**src/rtl/cart_pkg.sv**
```systemverilog
// Shared definitions for the cartridge memory port: FSM states,
// default address width and the open-bus read value.
package cart_pkg;

    localparam int         CART_AW  = 25;
    localparam logic [7:0] OPEN_BUS = 8'hFF;

    typedef enum logic [1:0] {
        ST_IDLE = 2'd0,
        ST_RD   = 2'd1,
        ST_WR   = 2'd2
    } cart_state_t;

endpackage

```
**src/rtl/cart_mem_cache1.sv**
```systemverilog
// One-entry read cache: tag/data/valid with full-width hit compare.
// Fill has priority over invalidate, which has priority over a write update.
module cart_mem_cache1
    import cart_pkg::*;
#(
    parameter int AW = CART_AW
) (
    input  logic          clk,
    input  logic          reset_n,
    input  logic [AW-1:0] lookup_addr,
    output logic          hit,
    output logic [7:0]    rd_data,
    input  logic          upd_en,
    input  logic [7:0]    upd_data,
    input  logic          fill_en,
    input  logic [AW-1:0] fill_tag,
    input  logic [7:0]    fill_data,
    input  logic          inv_en
);

    logic [AW-1:0] tag_r;
    logic [7:0]    data_r;
    logic          valid_r;

    assign hit     = valid_r & (lookup_addr == tag_r);
    assign rd_data = data_r;

    // Cache entry storage: fill from memory, invalidate, or write-through update on hit
    always_ff @(posedge clk or negedge reset_n) begin
        if (!reset_n) begin
            tag_r   <= '0;
            data_r  <= 8'h00;
            valid_r <= 1'b0;
        end else if (fill_en) begin
            tag_r   <= fill_tag;
            data_r  <= fill_data;
            valid_r <= 1'b1;
        end else if (inv_en) begin
            valid_r <= 1'b0;
        end else if (upd_en & hit) begin
            data_r  <= upd_data;
        end
    end

endmodule

```
**src/rtl/cart_mem_port.sv**
```systemverilog
// Cartridge request responder: turns level-style cart reads/writes into
// req/ack memory transactions, serves repeated reads from a one-entry
// cache and abandons a transaction after TIMEOUT cycles without ack.
module cart_mem_port
    import cart_pkg::*;
#(
    parameter int AW      = CART_AW,
    parameter int TIMEOUT = 255
) (
    input  logic          clk,
    input  logic          reset_n,
    input  logic [AW-1:0] ram_addr,
    input  logic [7:0]    ram_din,
    input  logic          ram_we,
    input  logic          ram_rd,
    output logic [7:0]    ram_dout,
    output logic          ram_ready,
    output logic [AW-1:0] mem_addr,
    output logic [7:0]    mem_din,
    output logic          mem_we,
    output logic          mem_req,
    input  logic          mem_ack,
    input  logic [7:0]    mem_dout,
    output logic          timeout_err
);

    // Last counter value before the transaction is abandoned.
    localparam logic [15:0] TMO_LAST = 16'(TIMEOUT - 1);

    cart_state_t state_r, state_nx_s;
    logic [15:0] tmo_cnt_r;
    logic        hit_s, miss_s, busy_s, tmo_last_s;
    logic [7:0]  cache_data_s;
    logic        start_wr_s, start_rd_s, hit_rd_s;
    logic        done_s, abort_s, fill_s, inv_s;

    assign miss_s     = ~hit_s;
    assign busy_s     = (state_r != ST_IDLE);
    assign tmo_last_s = (tmo_cnt_r == TMO_LAST);
    assign ram_ready  = (state_r == ST_IDLE) & ~ram_we & ~(ram_rd & miss_s);

    cart_mem_cache1 #(.AW(AW)) u_cache (
        .clk         (clk),
        .reset_n     (reset_n),
        .lookup_addr (ram_addr),
        .hit         (hit_s),
        .rd_data     (cache_data_s),
        .upd_en      (start_wr_s),
        .upd_data    (ram_din),
        .fill_en     (fill_s),
        .fill_tag    (mem_addr),
        .fill_data   (mem_dout),
        .inv_en      (inv_s)
    );

    // State register
    always_ff @(posedge clk or negedge reset_n) begin
        if (!reset_n) begin
            state_r <= ST_IDLE;
        end else begin
            state_r <= state_nx_s;
        end
    end

    // Next state: writes win over reads; ack wins over timeout
    always_comb begin
        state_nx_s = state_r;
        case (state_r)
            ST_IDLE: begin
                if (ram_we) begin
                    state_nx_s = ST_WR;
                end else if (ram_rd & miss_s) begin
                    state_nx_s = ST_RD;
                end else begin
                    state_nx_s = ST_IDLE;
                end
            end
            ST_RD, ST_WR: begin
                if (mem_ack | tmo_last_s) begin
                    state_nx_s = ST_IDLE;
                end else begin
                    state_nx_s = state_r;
                end
            end
            default: state_nx_s = ST_IDLE;
        endcase
    end

    // Per-state control strobes for the datapath and cache
    always_comb begin
        start_wr_s = 1'b0;
        start_rd_s = 1'b0;
        hit_rd_s   = 1'b0;
        done_s     = 1'b0;
        abort_s    = 1'b0;
        fill_s     = 1'b0;
        inv_s      = 1'b0;
        case (state_r)
            ST_IDLE: begin
                if (ram_we) begin
                    start_wr_s = 1'b1;
                end else if (ram_rd & miss_s) begin
                    start_rd_s = 1'b1;
                end else if (ram_rd) begin
                    hit_rd_s = 1'b1;
                end else begin
                    hit_rd_s = 1'b0;
                end
            end
            ST_RD: begin
                if (mem_ack) begin
                    done_s = 1'b1;
                    fill_s = 1'b1;
                end else if (tmo_last_s) begin
                    abort_s = 1'b1;
                    inv_s   = 1'b1;
                end else begin
                    done_s = 1'b0;
                end
            end
            ST_WR: begin
                if (mem_ack) begin
                    done_s = 1'b1;
                end else if (tmo_last_s) begin
                    abort_s = 1'b1;
                end else begin
                    done_s = 1'b0;
                end
            end
            default: done_s = 1'b0;
        endcase
    end

    // Registered memory request, read data, timeout counter and sticky error.
    // ram_dout tracks cache data on every cache change so a hit is valid immediately.
    always_ff @(posedge clk or negedge reset_n) begin
        if (!reset_n) begin
            mem_req     <= 1'b0;
            mem_we      <= 1'b0;
            mem_addr    <= '0;
            mem_din     <= 8'h00;
            ram_dout    <= OPEN_BUS;
            tmo_cnt_r   <= 16'd0;
            timeout_err <= 1'b0;
        end else begin
            if (start_wr_s) begin
                mem_addr <= ram_addr;
                mem_din  <= ram_din;
                mem_we   <= 1'b1;
                mem_req  <= 1'b1;
            end else if (start_rd_s) begin
                mem_addr <= ram_addr;
                mem_we   <= 1'b0;
                mem_req  <= 1'b1;
            end else if (done_s | abort_s) begin
                mem_req  <= 1'b0;
            end

            if (fill_s) begin
                ram_dout <= mem_dout;
            end else if (inv_s) begin
                ram_dout <= OPEN_BUS;
            end else if (start_wr_s & hit_s) begin
                ram_dout <= ram_din;
            end else if (hit_rd_s) begin
                ram_dout <= cache_data_s;
            end

            if (start_wr_s | start_rd_s) begin
                tmo_cnt_r <= 16'd0;
            end else if (busy_s & ~mem_ack) begin
                tmo_cnt_r <= tmo_cnt_r + 16'd1;
            end

            if (abort_s) begin
                timeout_err <= 1'b1;
            end
        end
    end

endmodule

```
**config.mk**
```make
export PLATFORM = sky130hd
export DESIGN_NAME = cart_mem_port
export DESIGN_NICKNAME = d
export VERILOG_FILES = /design/src/rtl/cart_pkg.sv /design/src/rtl/cart_mem_cache1.sv /design/src/rtl/cart_mem_port.sv
export SDC_FILE = /design/constraint.sdc
export NUM_CORES = 1
export LEC_CHECK = 0
export BUFFER_PORTS_ARGS = -buffer_cell sky130_fd_sc_hd__buf_2
export CORE_MARGIN = 1
export CORE_UTILIZATION = 30
export CTS_BUF_LIST = sky130_fd_sc_hd__clkbuf_16
export CTS_CLUSTER_SIZE = 16
export DETAILED_ROUTE_END_ITERATION = 16
export PLACE_DENSITY = 0.56
export SYNTH_ARGS = -nofsm -noshare
export SYNTH_HDL_FRONTEND = slang
export SYNTH_SLANG_ARGS = --single-unit
```
**constraint.sdc**
```tcl
create_clock -name clk -period 7 [get_ports clk]
set_input_delay 0 -clock clk [delete_from_list [all_inputs] [get_ports clk]]
set_output_delay 0 -clock clk [all_outputs]
set_load 0.05 [all_outputs]
```
-- Word-level counts from Yosys, hierarchy flattened
Index checks and enable logic that the tools add are counted.
- bitwise gates (word level): 13
- add/sub/neg operators: 1
- eq/ne operators: 6
- reductions and logical operators: 10
- mux-type cells: 38
- operator list (cell ; count):
    8-bit two-way mux ; 7
    25-bit two-way mux ; 2
    16-bit two-way mux ; 2
    25-bit equality test ; 1
    1-bit two-way mux ; 24
    16-bit by 1-bit adder with 16-bit output, second input constant ; 1
    16-bit by 8-bit equality test with 1-bit output, second input constant ; 1
    2-bit nonzero test ; 5
    1-bit bitwise AND ; 6
    2-bit two-way mux ; 2
    1-bit inverter ; 4
    2-bit case mux with 2 select lines ; 1
    4-bit nonzero test ; 1
    1-bit bitwise OR ; 3
    3-bit nonzero test ; 1
    2-bit by 1-bit equality test with 1-bit output, second input constant ; 1
    2-bit equality test, second input constant ; 1
    2-bit logical NOT ; 1
    2-bit by 1-bit != test with 1-bit output, second input constant ; 1
    2-bit != test, second input constant ; 1
    2-bit AND reduction ; 1
    2-bit OR reduction ; 1
- bits in registers: 96
- input port bits: 46
- output and inout port bits: 45
- logic and storage cells: 79

-- Depth between registers and ports, before layout
- depth after elaboration: 11
- mapped depth: 10
- depth with buffers taken out: 8

-- Modules after synthesis
A second synthesis with hierarchy kept.
- cell total of the unflattened synthesis: 386
- area, all modules: 4719.5 um2
- by module, submodules not included (module ; times used ; cells an instance ; area an instance (um2) ; seq. area each (um2)):
    cart_mem_port ; 1 ; 240 ; 2922.8 ; 1561.5
    cart_mem_cache1 ; 1 ; 146 ; 1796.7 ; 850.8

-- Least setup slack after synthesis
OpenSTA, ideal clock, no wires.
- path type: register -> register
- start point: register u_cache.tag_r[17]
- end point: register mem_addr[10]
- cell stages (with the launch flop): 8
- period minus slack after synthesis: 2.276 ns
- setup slack: 4.724 ns
- data required time: 6.875 ns
- buffers on the path: 1
- library setup time: 0.125 ns
- arrival time: 2.151 ns
- cells stage by stage: dfrtp_1 -> xor2_1 -> nor4_2 -> and3_4 -> a21boi_4 -> o21ai_4 -> buf_12 -> mux2_4
- longest elaborated chain between the ends: 8
- RTL lines (what ; RTL line ; text):
    start: declaration ; cart_mem_cache1.sv:21 ; logic [AW-1:0] tag_r;
    start signal: assignment ; cart_mem_cache1.sv:35 ; tag_r <= fill_tag;
    25-bit equality test ; cart_mem_cache1.sv:25 ; assign hit = valid_r & (lookup_addr == tag_r);
    1-bit bitwise AND ; cart_mem_cache1.sv:25 ;
    1-bit inverter ; cart_mem_port.sv:37 ; assign miss_s = ~hit_s;
    1-bit bitwise AND ; cart_mem_port.sv:102 ; end else if (ram_rd & miss_s) begin
    1-bit two-way mux ; cart_mem_port.sv:102 ;
    1-bit two-way mux ; cart_mem_port.sv:100 ; if (ram_we) begin
    1-bit two-way mux ; cart_mem_port.sv:98 ; case (state_r)
    2-bit nonzero test (no source line) ; - ;
    end signal: assignment ; cart_mem_port.sv:147 ; mem_addr <= ram_addr;
    end signal: assignment ; cart_mem_port.sv:152 ; mem_addr <= ram_addr;
    end: declaration ; cart_mem_port.sv:18 ; output logic [AW-1:0] mem_addr,
Every way passes these cells.
A chain may end at the register's enable or synchronous reset.

-- Final worst setup path
- start point: register u_cache.tag_r[22]
- end point: register mem_addr[24]
Same word-level chain as after synthesis.

==> results.md <==
* Cts bufs inserted at 9
* Pwr/cell area at 445.9 mW/mm^2
* Max_cap viols at 0
* H-tree depth at 3
* Tcrit/Tclk final at 43.74%
* Seq/Total Area, Yosys at 52.21%
* Global-route wire length before repair at 18240 um
* Routed vias/inst at 4.651
* IO Pins at 91
* Synth top area cells: dfrtp_1 (48%), nand2_1 (9.4%), mux2_4 (6.2%)
* Worst slew pin tran at 1.201 ns
* Final slew viol count at 0
* Setup violators final at 0
* 1st-pass router iterations at 6
* Largest net degree at the start of global routing at 62
* CTS Sinks at 96
* R2r endpoint: mem_addr[24]
* Full die area at 0.01590 sq mm
* Leakage at 2.837 nW
* Largest area contributor in the netlist: dfrtp_1
* Final Hold Vio Count at 0
* Worst slew margin at 19.75%
* Post-synth EDFFs at 0
* HP Class: in2reg
* Reg2reg start: u_cache.tag_r[22]
* DR WL/cell at 15.04 um
* Global Route Usage Sum at 14.76%
* Longest Clk Path Bufs at 2
* Layout cell share with drive strength beyond 1 at 26.15%
* Post-synth top area share at 47.66%
* HP Start: ram_din[4]
* Core ar. at 0.01475 sq mm
* Unique masters post-synth at 51
* Starting Density at 31.32%
* Initial antenna violation count at 0
* Max Freq at 326.6 MHz
* CTS tree: done
* DRC errors left at 0
* Arrival @ worst endpoint at 3.29 ns
* Max Fanout on Critical Path at 26
* Final ANT Viol Nets at 0
* Async SR Flop Fraction at 100.0%
* Site row count at 44
* Die width at 126.1 um
* Yosys warnings at 0
* GPL Wtd Cong at 0.7613
* Gr ovfl total at 0
* Post-Layout Cell Count at 750
* FF-to-FF path depth at 6
* Mapped Area at 0.004621 sq mm
* Die H at 126.1 um
* Setup CP Type: reg2reg
* CP required at 7.23 ns
* Min-Delay Path Depth at 3
* Clock Latency Late Sink at 0.34 ns
* Post-CTS setup buffer count at 0
* Port bufs at 90
* Setup TNS at 0 ns
* Main synth FF type: dfrtp_1
* Worst reg2reg setup slack at 3.94 ns
* Commonest non-fill, non-tap cells in the layout: nand2_1 (116), buf_2 (89), dfrtp_1 (88)
* WL final at 11280 um
* Detailed placement HPWL at 8213 um
* Clock skew at 0.007794 ns
* Outcome: completed
* Hold_buf cts at 35
* Most common cell after layout, fill and taps aside: nand2_1
* Ant diodes at 0
* Synthesized Nets at 489
* RSZ-0062 raised after global routing: no
* Peak supply drop at 173.8 uV
* Vias in the first global route at 3493
* Post-CTS sizing at 0
* Synth Area per Inst at 10.53 sq um
* DR vias at 3488
* Worst-path clk slew at 0.06 ns
* CP startpoint kind: flop
* Cells after DPL at 700
* Fin crit period at 3.062 ns
* Syn Inst Count at 439
* Nets at 612
* Iteration-0 DRC Markers at 209
* Clock Tree Root: clkbuf_16
* P&R area growth vs syn at 26.08%
* Hold EP: mem_din[4]
* #FFs+latches synth at 96
* CP Capture Type: flop
==> how the worst max path moves through the flow <==
| stage | startpoint | endpoint | slack (ns) | cells past startpoint |
|---|---|---|---|---|
| after floorplan | u_cache.tag_r[17] | mem_addr[10] | 4.72 | 7 |
| after global placement | u_cache.tag_r[22] | mem_addr[1] | 4.03 | 6 |
| after detailed placement | u_cache.tag_r[22] | mem_addr[1] | 3.94 | 6 |
| after CTS | u_cache.tag_r[22] | mem_addr[2] | 3.93 | 6 |
| after global routing | u_cache.tag_r[22] | mem_addr[2] | 3.78 | 6 |
| final | u_cache.tag_r[22] | mem_addr[24] | 3.94 | 6 |
==> layer usage <==
layer,GRT usage (%),up-vias,part of all wire [%]
li1,-,1732,-
met1,19.35,1677,47
met2,24.11,64,48
met3,1.997,15,2.5
met4,7.016,0,2.5
met5,0,-,0
==> synthesized netlist by cell type, types with 2 or more instances <==
master / n
mux2_2: 6
dfstp_2: 8
nand3_1: 3
xor2_1: 23
nor4_2: 3
o31ai_1: 2
a21o_1: 2
nor3_1: 7
a211o_1: 5
inv_1: 11
dfrtp_1: 88
nand4_1: 18
nand2b_1: 10
and2_1: 3
mux2i_1: 2
and4_1: 2
buf_1: 2
o21ai_0: 9
clkbuf_1: 9
nor2_1: 27
a211oi_1: 6
ha_1: 4
buf_12: 2
and3_1: 4
a2bb2oi_1: 7
nand2_1: 116
mux2_4: 19
o22ai_1: 2
xnor2_1: 17
==> power breakdown <==
group / leakage, nW / switching, mW / internal [mW] / total (mW)
Combinational: 1.54 / 0.816 / 0.399 / 1.21
Sequential: 1.17 / 0.158 / 0.795 / 0.953
Clock: 0.129 / 0.197 / 0.234 / 0.431
==> worst max-delay path, cell delays in order, from the launching register on <==
cell and delay (ns):
dfrtp_1 0.39, xor2_1 0.17, nor4_2 0.63, and3_4 0.33, a21boi_4 0.08, o21ai_4 0.90
mux2_2 0.42
==> layout make-up <==
type / count / area [sq um]
fill: 1460 / 8929
sequential: 96 / 2412
multi-input combinational: 317 / 2069
timing repair buffer: 127 / 818.3
tap: 184 / 230.2
clock buffer: 9 / 225.2
inverter: 11 / 41.29
clock inverter: 6 / 28.78
==> per-stage QoR <==
stage	area, sq um	power [mW]	setup slack [ns]	util, %	hold slack (ns)
after global placement	5221	2.143	4.033	35.39	-0.01866
final	5826	2.598	3.938	39.48	0.0003487
after global routing	5826	2.751	3.784	39.48	0.04549
after detailed placement	5221	2.170	3.939	35.39	-0.01752
after CTS	5826	2.627	3.929	39.48	0.005611
after floorplan	4621	1.903	4.724	-	-0.2956
==> sequential cells by signal, summed over array words and instances, names as in the netlist <==
register         flops
mem_addr            25
u_cache.valid_r      1
timeout_err          1
tmo_cnt_r           16
u_cache.rd_data      8
state_r              2
mem_we               1
ram_dout             8
mem_din              8
mem_req              1
u_cache.tag_r       25
==> logic make-up (layout without fill, tap and decap cells) <==
family | count (synthesis) | count (layout) | synth area share (%)
adder cells (fa/ha/maj) | 4 | 4 | 1.083
multiplexers | 27 | 27 | 8.069
AND/OR/NAND/NOR | 201 | 201 | 20.44
AO/OA/AOI/OAI | 45 | 45 | 7.609
XOR/XNOR | 40 | 40 | 7.582
flip-flops | 96 | 96 | 52.21
buffers and inverters | 26 | 153 | 3.006
Power figures use the tool's default switching activity.
